<file path="src/rtl/barrett_stream_driver.sv">
// Stream front end for the Barrett reducer core: issues one start per operand, waits
// for the core result (or a timeout) and returns results in order through a small FIFO.
module barrett_stream_driver #(
    parameter int DATA_LENGTH    = 64,
    parameter int FIFO_DEPTH     = 4,
    parameter int TIMEOUT_CYCLES = 64
) (
    input  logic                   clk_i,
    input  logic                   rst_i,
    input  logic                   in_valid_i,
    output logic                   in_ready_o,
    input  logic [DATA_LENGTH-1:0] in_x_i,
    input  logic [DATA_LENGTH-1:0] m_i,
    input  logic [DATA_LENGTH-1:0] mu_i,
    input  logic [DATA_LENGTH-1:0] m_bl_i,
    output logic                   core_start_o,
    output logic [DATA_LENGTH-1:0] core_x_o,
    output logic [DATA_LENGTH-1:0] core_m_o,
    output logic [DATA_LENGTH-1:0] core_mu_o,
    output logic [DATA_LENGTH-1:0] core_m_bl_o,
    input  logic [DATA_LENGTH-1:0] core_result_i,
    input  logic                   core_valid_i,
    output logic                   out_valid_o,
    input  logic                   out_ready_i,
    output logic [DATA_LENGTH-1:0] out_r_o,
    output logic                   out_err_o,
    output logic                   busy_o,
    output logic [31:0]            count_o
);
    localparam int AW = $clog2(FIFO_DEPTH);
    localparam int TW = $clog2(TIMEOUT_CYCLES) + 1;
    localparam logic [TW-1:0] TMO_LAST = TW'(TIMEOUT_CYCLES - 1);

    localparam logic [1:0] IDLE  = 2'd0;
    localparam logic [1:0] START = 2'd1;
    localparam logic [1:0] WAIT  = 2'd2;

    logic [1:0]                              state_q, state_d;
    logic [TW-1:0]                           tmo_q, tmo_d;
    logic                                    start_q, start_d;
    logic [DATA_LENGTH-1:0]                  x_q, x_d, m_q, m_d, mu_q, mu_d, m_bl_q, m_bl_d;
    logic [FIFO_DEPTH-1:0][DATA_LENGTH-1:0]  mem_q, mem_d;
    logic [FIFO_DEPTH-1:0]                   err_q, err_d;
    logic [AW:0]                             wr_q, wr_d, rd_q, rd_d;
    logic [31:0]                             count_q, count_d;

    logic                   full, empty, accept, pop, push, push_err, out_of_range;
    logic [DATA_LENGTH-1:0] push_r;
    logic [DATA_LENGTH:0]   shamt;

    // Extra pointer bit distinguishes full from empty when the indices match.
    assign empty  = (wr_q == rd_q);
    assign full   = (wr_q[AW] != rd_q[AW]) && (wr_q[AW-1:0] == rd_q[AW-1:0]);
    assign accept = in_valid_i && in_ready_o;
    assign pop    = !empty && out_ready_i;

    // Operands at or above 2^(2*m_bl) are outside the range the Barrett core handles.
    assign shamt        = {m_bl_i, 1'b0};
    assign out_of_range = ((in_x_i >> shamt) != '0);

    always_comb begin
        state_d  = state_q;
        tmo_d    = tmo_q;
        start_d  = 1'b0;
        x_d      = x_q;
        m_d      = m_q;
        mu_d     = mu_q;
        m_bl_d   = m_bl_q;
        push     = 1'b0;
        push_err = 1'b0;
        push_r   = '0;
        case (state_q)
            IDLE: begin
                if (accept) begin
                    if (in_x_i == '0) begin
                        push = 1'b1;
                    end else if (out_of_range) begin
                        push     = 1'b1;
                        push_err = 1'b1;
                    end else begin
                        x_d     = in_x_i;
                        m_d     = m_i;
                        mu_d    = mu_i;
                        m_bl_d  = m_bl_i;
                        start_d = 1'b1;
                        state_d = START;
                    end
                end
            end
            START: begin
                tmo_d   = '0;
                state_d = WAIT;
            end
            WAIT: begin
                if (core_valid_i) begin
                    push    = 1'b1;
                    push_r  = core_result_i;
                    state_d = IDLE;
                end else if (tmo_q == TMO_LAST) begin
                    push     = 1'b1;
                    push_err = 1'b1;
                    state_d  = IDLE;
                end else begin
                    tmo_d = tmo_q + 1'b1;
                end
            end
            default: state_d = IDLE;
        endcase
    end

    // A push never overflows: the FIFO slot was reserved when the operand was accepted.
    always_comb begin
        mem_d   = mem_q;
        err_d   = err_q;
        wr_d    = wr_q;
        rd_d    = rd_q;
        count_d = count_q;
        if (push) begin
            mem_d[wr_q[AW-1:0]] = push_r;
            err_d[wr_q[AW-1:0]] = push_err;
            wr_d                = wr_q + 1'b1;
            count_d             = count_q + 32'd1;
        end
        if (pop) begin
            rd_d = rd_q + 1'b1;
        end
    end

    always_ff @(posedge clk_i) begin
        if (rst_i) begin
            state_q <= IDLE;
            tmo_q   <= '0;
            start_q <= 1'b0;
            x_q     <= '0;
            m_q     <= '0;
            mu_q    <= '0;
            m_bl_q  <= '0;
            mem_q   <= '0;
            err_q   <= '0;
            wr_q    <= '0;
            rd_q    <= '0;
            count_q <= '0;
        end else begin
            state_q <= state_d;
            tmo_q   <= tmo_d;
            start_q <= start_d;
            x_q     <= x_d;
            m_q     <= m_d;
            mu_q    <= mu_d;
            m_bl_q  <= m_bl_d;
            mem_q   <= mem_d;
            err_q   <= err_d;
            wr_q    <= wr_d;
            rd_q    <= rd_d;
            count_q <= count_d;
        end
    end

    assign in_ready_o   = (state_q == IDLE) && !full;
    assign core_start_o = start_q;
    assign core_x_o     = x_q;
    assign core_m_o     = m_q;
    assign core_mu_o    = mu_q;
    assign core_m_bl_o  = m_bl_q;
    assign out_valid_o  = !empty;
    assign out_r_o      = mem_q[rd_q[AW-1:0]];
    assign out_err_o    = err_q[rd_q[AW-1:0]];
    assign busy_o       = (state_q != IDLE);
    assign count_o      = count_q;

endmodule

</file>
<file path="config.mk">
export PLATFORM = sky130hd
export DESIGN_NAME = barrett_stream_driver
export DESIGN_NICKNAME = d
export VERILOG_FILES = /design/src/rtl/barrett_stream_driver.sv
export SDC_FILE = /design/constraint.sdc
export NUM_CORES = 1
export LEC_CHECK = 0
export ABC_AREA = 1
export BUFFER_PORTS_ARGS = -buffer_cell sky130_fd_sc_hd__buf_2
export CORE_ASPECT_RATIO = 0.9
export CORE_UTILIZATION = 25
export DETAILED_ROUTE_END_ITERATION = 16
export PLACE_DENSITY = 0.47
export SYNTH_ARGS = -nofsm -noshare
export SYNTH_HDL_FRONTEND = slang
export SYNTH_SLANG_ARGS = --single-unit
</file>
<file path="constraint.sdc">
create_clock -name clk_i -period 2.6 [get_ports clk_i]
set_input_delay 0.13 -clock clk_i [delete_from_list [all_inputs] [get_ports clk_i]]
set_output_delay 0.13 -clock clk_i [all_outputs]
set_load 0.01 [all_outputs]
</file>
==> flow_metrics.env, run 1 <==
export IMPL_grt_pass1_vias=30782
export IMPL_synthTopCellsByArea="dfxtp_1 (41%), nor2_1 (14%), nand2_1 (13%), nand3_1 (7.3%), o21ai_0 (6.7%)"
export IMPL_cts_tree="done"
export IMPL_core_area_um2=110000
export IMPL_path_max_fanout=18
export IMPL_grt_pass1_wl_mm=187
export IMPL_cp_required_ps=3100
export IMPL_start_kind="input port"
export IMPL_grt_max_degree=85
export IMPL_ios=682
export IMPL_postRouteAntennaNets=0
export IMPL_drtIter0Drc=2521
export IMPL_worstPathArrival_ps=3330
export IMPL_ys_seq_area_frac=0.407
export IMPL_drive_gt1_frac=0.246
export IMPL_synthCells=4381
export IMPL_hp_class="input port to register"
export IMPL_violations="setup timing"
export IMPL_utilization=0.385
export IMPL_synth_area_um2=27700
export IMPL_die_area_um2=112000
export IMPL_worst_path_most_repeated_cell="nand2_2"
export IMPL_clk_latency_ps=640
export IMPL_critical_path_max_stage_delay_ps=210
export IMPL_cellPowerDensity_nw_per_um2=601
export IMPL_ys_top_cells_by_count="nor2_1 (1012), nand2_1 (956), dfxtp_1 (564)"
export IMPL_fmax_mhz=353
export IMPL_root_buffer="clkbuf_16"
export IMPL_synthArstFlopShare=0
export IMPL_first_pass_iters=7
export IMPL_syn_to_final_growth_pct=52.2
export IMPL_instances_no_fill=6978
export IMPL_dp_cells=6472
export IMPL_avgSynthCellArea_um2=6.33
export IMPL_track_usage=0.213
export IMPL_grt_overflow_total=0
export IMPL_die_y_um=318
export IMPL_rsz0062_at_grt="yes"
export IMPL_hpwl_mm=87.4
export IMPL_maxSlewViolCount=0
export IMPL_finClkSkew_ps=32.5
export IMPL_syn_nets=4713
export IMPL_cts_made_buffers=71
export IMPL_ys_warn_count=0
export IMPL_min_period_over_period=1.09
export IMPL_yosys_most_used_dff="dfxtp_1"
export IMPL_slew_headroom=0.557
export IMPL_synth_edf_count=0
export IMPL_routabilityCongestion=0.878
export IMPL_h_tree_depth=3
export IMPL_clock_path_buffers=3
export IMPL_worst_slack_ps=-231
export IMPL_portBuffers=681
export IMPL_vdd_drop_max_v=0.000404
export IMPL_cts_num_sinks=564
export IMPL_die_x_um=353
export IMPL_hold_viol_final=0
export IMPL_crit_buf_inv=7
export IMPL_start_util=0.253
export IMPL_fp_row_count=115
export IMPL_yosys_area_top_type="dfxtp_1"
export IMPL_path_delay_family="simple AND/OR/NAND/NOR gates"
export IMPL_avgRoutedWirePerCell_um=18.9
export IMPL_drcViolationCount=0
export IMPL_status="complete, but fails checks"
export IMPL_period_needed_ps=2830
export IMPL_finalSetupViolations=551
export IMPL_cts_reportedPaths_clkPinSlew_ps=60
export IMPL_antenna_found_initial=9
export IMPL_setup_worst_path_end_class="register"
export IMPL_synth_top_area_frac=0.407
export IMPL_crit_slowest_cell="buf_12"
export IMPL_fin_nets=5792
export IMPL_n_fill_cell=11740
export IMPL_ys_types=40
export IMPL_worst_slew_pin_slew_ps=665
export IMPL_max_cap_viol_count=0
export IMPL_power_leakage_uw=0.0205
export IMPL_vias=33000
export IMPL_ys_ff_latch=564
export IMPL_wl_mm=132
export IMPL_synth_most_common_cell="nor2_1"
export IMPL_worstSetupPathType="input port to register"
export IMPL_via_per_inst=4.73
[metal layers]
metal  global-route usage  share of wire  vias to the layer above
met3               0.0406          0.063                      229
met4               0.0811          0.036                        8
li1                     -              -                    16235
met1                0.273           0.44                    15413
met2                0.351           0.46                     1115
met5                    0        0.00033                        -
[sequential cells by signal (all words and copies together), names as in the netlist]
register / cells
mem_q: 256
core_m_bl_o: 64
core_m_o: 64
core_mu_o: 64
core_x_o: 64
count_o: 32
tmo_q: 7
err_q: 4
rd_q: 3
wr_q: 3
state_q: 2
core_start_o: 1
[repair_timing]
| item | in CTS | in global routing |
|---|---|---|
| resized for setup | 90 | 299 |
| buffers inserted | 5 | 16 |
| cloned | 3 | 39 |
| hold endpoints to repair | 508 | 0 |
| hold buffers | 318 | 0 |
| pin swaps | 3 | 99 |
| endpoints found under the setup margin | 558 | 553 |
[tightest hold or removal path, stage by stage]
cell and delay (ps):
buf_2 120, inv_2 70, buf_4 210, a21oi_1 130
[power by group]
group	leakage [uW]	internal [uW]	switching, uW
Clock	0.00115	5960	4240
Combinational	0.0148	2280	3510
Sequential	0.00460	9110	244
Total	0.0205	17300	8000
[worst paths after layout]
path               from        endpoint  slack (ps)  cells after the start
max reg2reg  count_o[0]     count_o[26]         140                     14
min reg2reg    tmo_q[2]        tmo_q[2]         450                      2
max           m_bl_i[9]      mem_q[173]        -230                     33
min           m_bl_i[0]  core_m_bl_o[0]          70                      4
[stage by stage]
step / hold WS [ps] / power (uW) / setup TNS, ps / instance area [um^2] / worst slack, ps
2_1_floorplan: 265 / 12100 / 0 / 27800 / 9.57
5_1_grt: 52.2 / 26400 / -190030 / 42200 / -428
3_3_place_gp: 352 / 14500 / -558080 / 34400 / -1220
6_report: 68.0 / 25300 / -81180 / 42200 / -231
4_1_cts: 0.344 / 25300 / -46990 / 40300 / -162
3_5_place_dp: 356 / 14500 / -547440 / 34400 / -1150
[logic make-up after synthesis]
logic type      after synthesis  synth area share
flops                       564             0.407
compound gates              734             0.134
fa+ha+maj                     7           0.00316
simple gates               2472             0.362
buf+inv                     579            0.0859
mux                           1          0.000361
xor+xnor                     24           0.00758
[cell type report]
cell class / instances / area (um^2) / share of cell area
Multi-Input combinational cell: 3242 / 15100 / 0.357
Sequential cell: 564 / 11300 / 0.268
Timing Repair Buffer: 1326 / 10700 / 0.253
Clock buffer: 100 / 2020 / 0.0478
Tap cell: 1462 / 1830 / 0.0434
Inverter: 255 / 981 / 0.0233
Clock inverter: 25 / 332 / 0.00786
Antenna cell: 4 / 10.0 / 0.000237
[layout by cell type (no fill, tap or decap), types with 15 or more instances in the layout]
cell,synthesis,routed
nor2_4,1,22
nand2_4,1,21
dfxtp_1,564,563
clkbuf_16,0,98
o22ai_1,18,18
buf_6,2,36
nand3_1,404,368
buf_2,95,667
o21ai_1,5,52
xor2_1,15,15
buf_12,0,59
nand2_1,956,866
dlygate4sd3_1,0,318
clkbuf_1,152,17
buf_4,19,202
nor3_1,17,17
nor4_1,21,20
a21oi_1,335,325
nor2_1,1012,958
nor2_2,3,36
nand3_2,0,33
inv_1,250,243
nand2_2,3,71
o21ai_0,370,308
nand4_1,40,40
(Power assumes the default switching activity.)
==> run 2, diff against run 1 <==
CORE_ASPECT_RATIO = 0.75   (was 0.9)
==> flow_metrics.env, run 2 (same netlist as run 1, synthesis figures left out) <==
export IMPL_period_needed_ps=2980
export IMPL_violations="setup timing"
export IMPL_finalSetupViolations=556
export IMPL_largest_reg_flops=256
export IMPL_setup_worst_path_end_class="register"
export IMPL_via_per_inst=4.74
export IMPL_vias=33508
export IMPL_path_max_fanout=12
export IMPL_grt_max_degree=85
export IMPL_grt_pass1_vias=31554
export IMPL_die_x_um=387
export IMPL_status="complete, but fails checks"
export IMPL_min_period_over_period=1.15
export IMPL_final_cell_mix="nor2_1 (948), nand2_1 (818), buf_2 (654), dfxtp_1 (563), dlygate4sd3_1 (319)"
export IMPL_fin_nets=5892
export IMPL_worst_slack_ps=-383
export IMPL_cts_made_buffers=67
export IMPL_fp_row_count=105
export IMPL_fmax_mhz=335
export IMPL_finClkSkew_ps=30.7
export IMPL_rsz0062_at_grt="yes"
export IMPL_hp_class="input port to register"
export IMPL_crit_slowest_cell="clkbuf_16"
export IMPL_wl_mm=133
export IMPL_maxSlewViolCount=0
export IMPL_routabilityCongestion=0.913
export IMPL_worst_slew_pin_slew_ps=686
export IMPL_hold_viol_final=0
export IMPL_grt_overflow_total=0
export IMPL_start_util=0.253
export IMPL_root_buffer="clkbuf_16"
export IMPL_power_leakage_uw=0.0217
export IMPL_worst_path_most_repeated_cell="nand2_2"
export IMPL_drcViolationCount=0
export IMPL_hpwl_mm=84.3
export IMPL_postRouteAntennaNets=0
export IMPL_core_area_um2=110000
export IMPL_vdd_drop_max_v=0.000441
export IMPL_instances_no_fill=7062
export IMPL_ios=682
export IMPL_antenna_found_initial=15
export IMPL_max_cap_viol_count=0
export IMPL_setup_tns_ps=-144590
export IMPL_critical_path_max_stage_delay_ps=260
export IMPL_cts_reportedPaths_clkPinSlew_ps=60
export IMPL_syn_to_final_growth_pct=63.3
export IMPL_cts_num_sinks=564
export IMPL_start_kind="input port"
export IMPL_track_usage=0.217
export IMPL_final_common_cell="nor2_1"
export IMPL_clock_path_buffers=3
export IMPL_n_fill_cell=11268
export IMPL_worstPathArrival_ps=3510
export IMPL_largest_register="mem_q"
export IMPL_first_pass_iters=6
export IMPL_utilization=0.413
export IMPL_drtIter0Drc=2268
export IMPL_slew_headroom=0.543
export IMPL_avgRoutedWirePerCell_um=18.9
export IMPL_cellPowerDensity_nw_per_um2=568
export IMPL_die_area_um2=112000
export IMPL_cts_tree="done"
export IMPL_grt_pass1_wl_mm=191
export IMPL_h_tree_depth=3
export IMPL_portBuffers=681
export IMPL_worstSetupPathType="input port to register"
export IMPL_dp_cells=6490
export IMPL_cp_required_ps=3130
export IMPL_die_y_um=290
export IMPL_clk_latency_ps=640
export IMPL_drive_gt1_frac=0.310
export IMPL_place_ws_ps=-1180
run 2: repair_timing:
| action | in CTS | in global routing |
|---|---|---|
| hold endpoints to repair | 513 | 0 |
| gates resized for setup | 305 | 525 |
| setup endpoints to repair | 571 | 604 |
| cloned | 29 | 55 |
| hold buffers | 319 | 0 |
| buffers inserted | 37 | 18 |
| pin swaps | 97 | 135 |
run 2: critical path, delay by kind of cell:
kind | cells | cell delay (ps)
AOI/OAI and AO/OA | 1 | 130
and+or+nand+nor | 24 | 2270
buffers and inverters | 6 | 950
run 2: path summary, 6_finish.rpt:
check / slack [ps] / depth (start not counted) / to / startpoint
max: -380 / 31 / mem_q[123] / m_bl_i[12]
max reg2reg: 150 / 15 / count_o[26] / count_o[0]
min: 80 / 3 / core_start_o / rst_i
min reg2reg: 460 / 2 / tmo_q[2] / tmo_q[2]
run 2: final cells by class:
| cell class | instances | area [um^2] | area share |
|---|---|---|---|
| antenna | 8 | 20.0 | 0.000442 |
| clock buffer | 91 | 1890 | 0.0417 |
| clock inverter | 28 | 420 | 0.00929 |
| inverter | 255 | 1010 | 0.0222 |
| multi-input combinational | 3240 | 16300 | 0.360 |
| sequential | 564 | 11300 | 0.249 |
| tap | 1444 | 1810 | 0.0399 |
| timing repair buffer | 1432 | 12500 | 0.277 |
run 2: routing by layer:
metal  up-vias  part of all wire  wire, um  GRT usage
li1      16472                 -         -          -
met1     15742              0.45     60000      0.284
met2      1057              0.45     59400      0.344
met3       231             0.063      8440     0.0463
met4         6             0.041      5500     0.0885
met5         -           0.00027        36          0
run 2: power by group:
part | total [uW] | switching, uW | leakage (uW) | internal [uW]
Clock | 10000 | 4240 | 0.00113 | 5780
Sequential | 9370 | 260 | 0.00460 | 9110
Combinational | 6340 | 3700 | 0.0159 | 2650
run 2: per-stage QoR:
| stage | total power [uW] | hold slack, ps | cell area [um^2] |
|---|---|---|---|
| after CTS | 25400 | 8.84 | 42300 |
| final | 25700 | 78.6 | 45300 |
| after global routing | 26900 | 32.2 | 45300 |
| after detailed placement | 14600 | 356 | 34700 |
| after floorplan | 12100 | 265 | 27800 |
| after global placement | 14600 | 352 | 34700 |
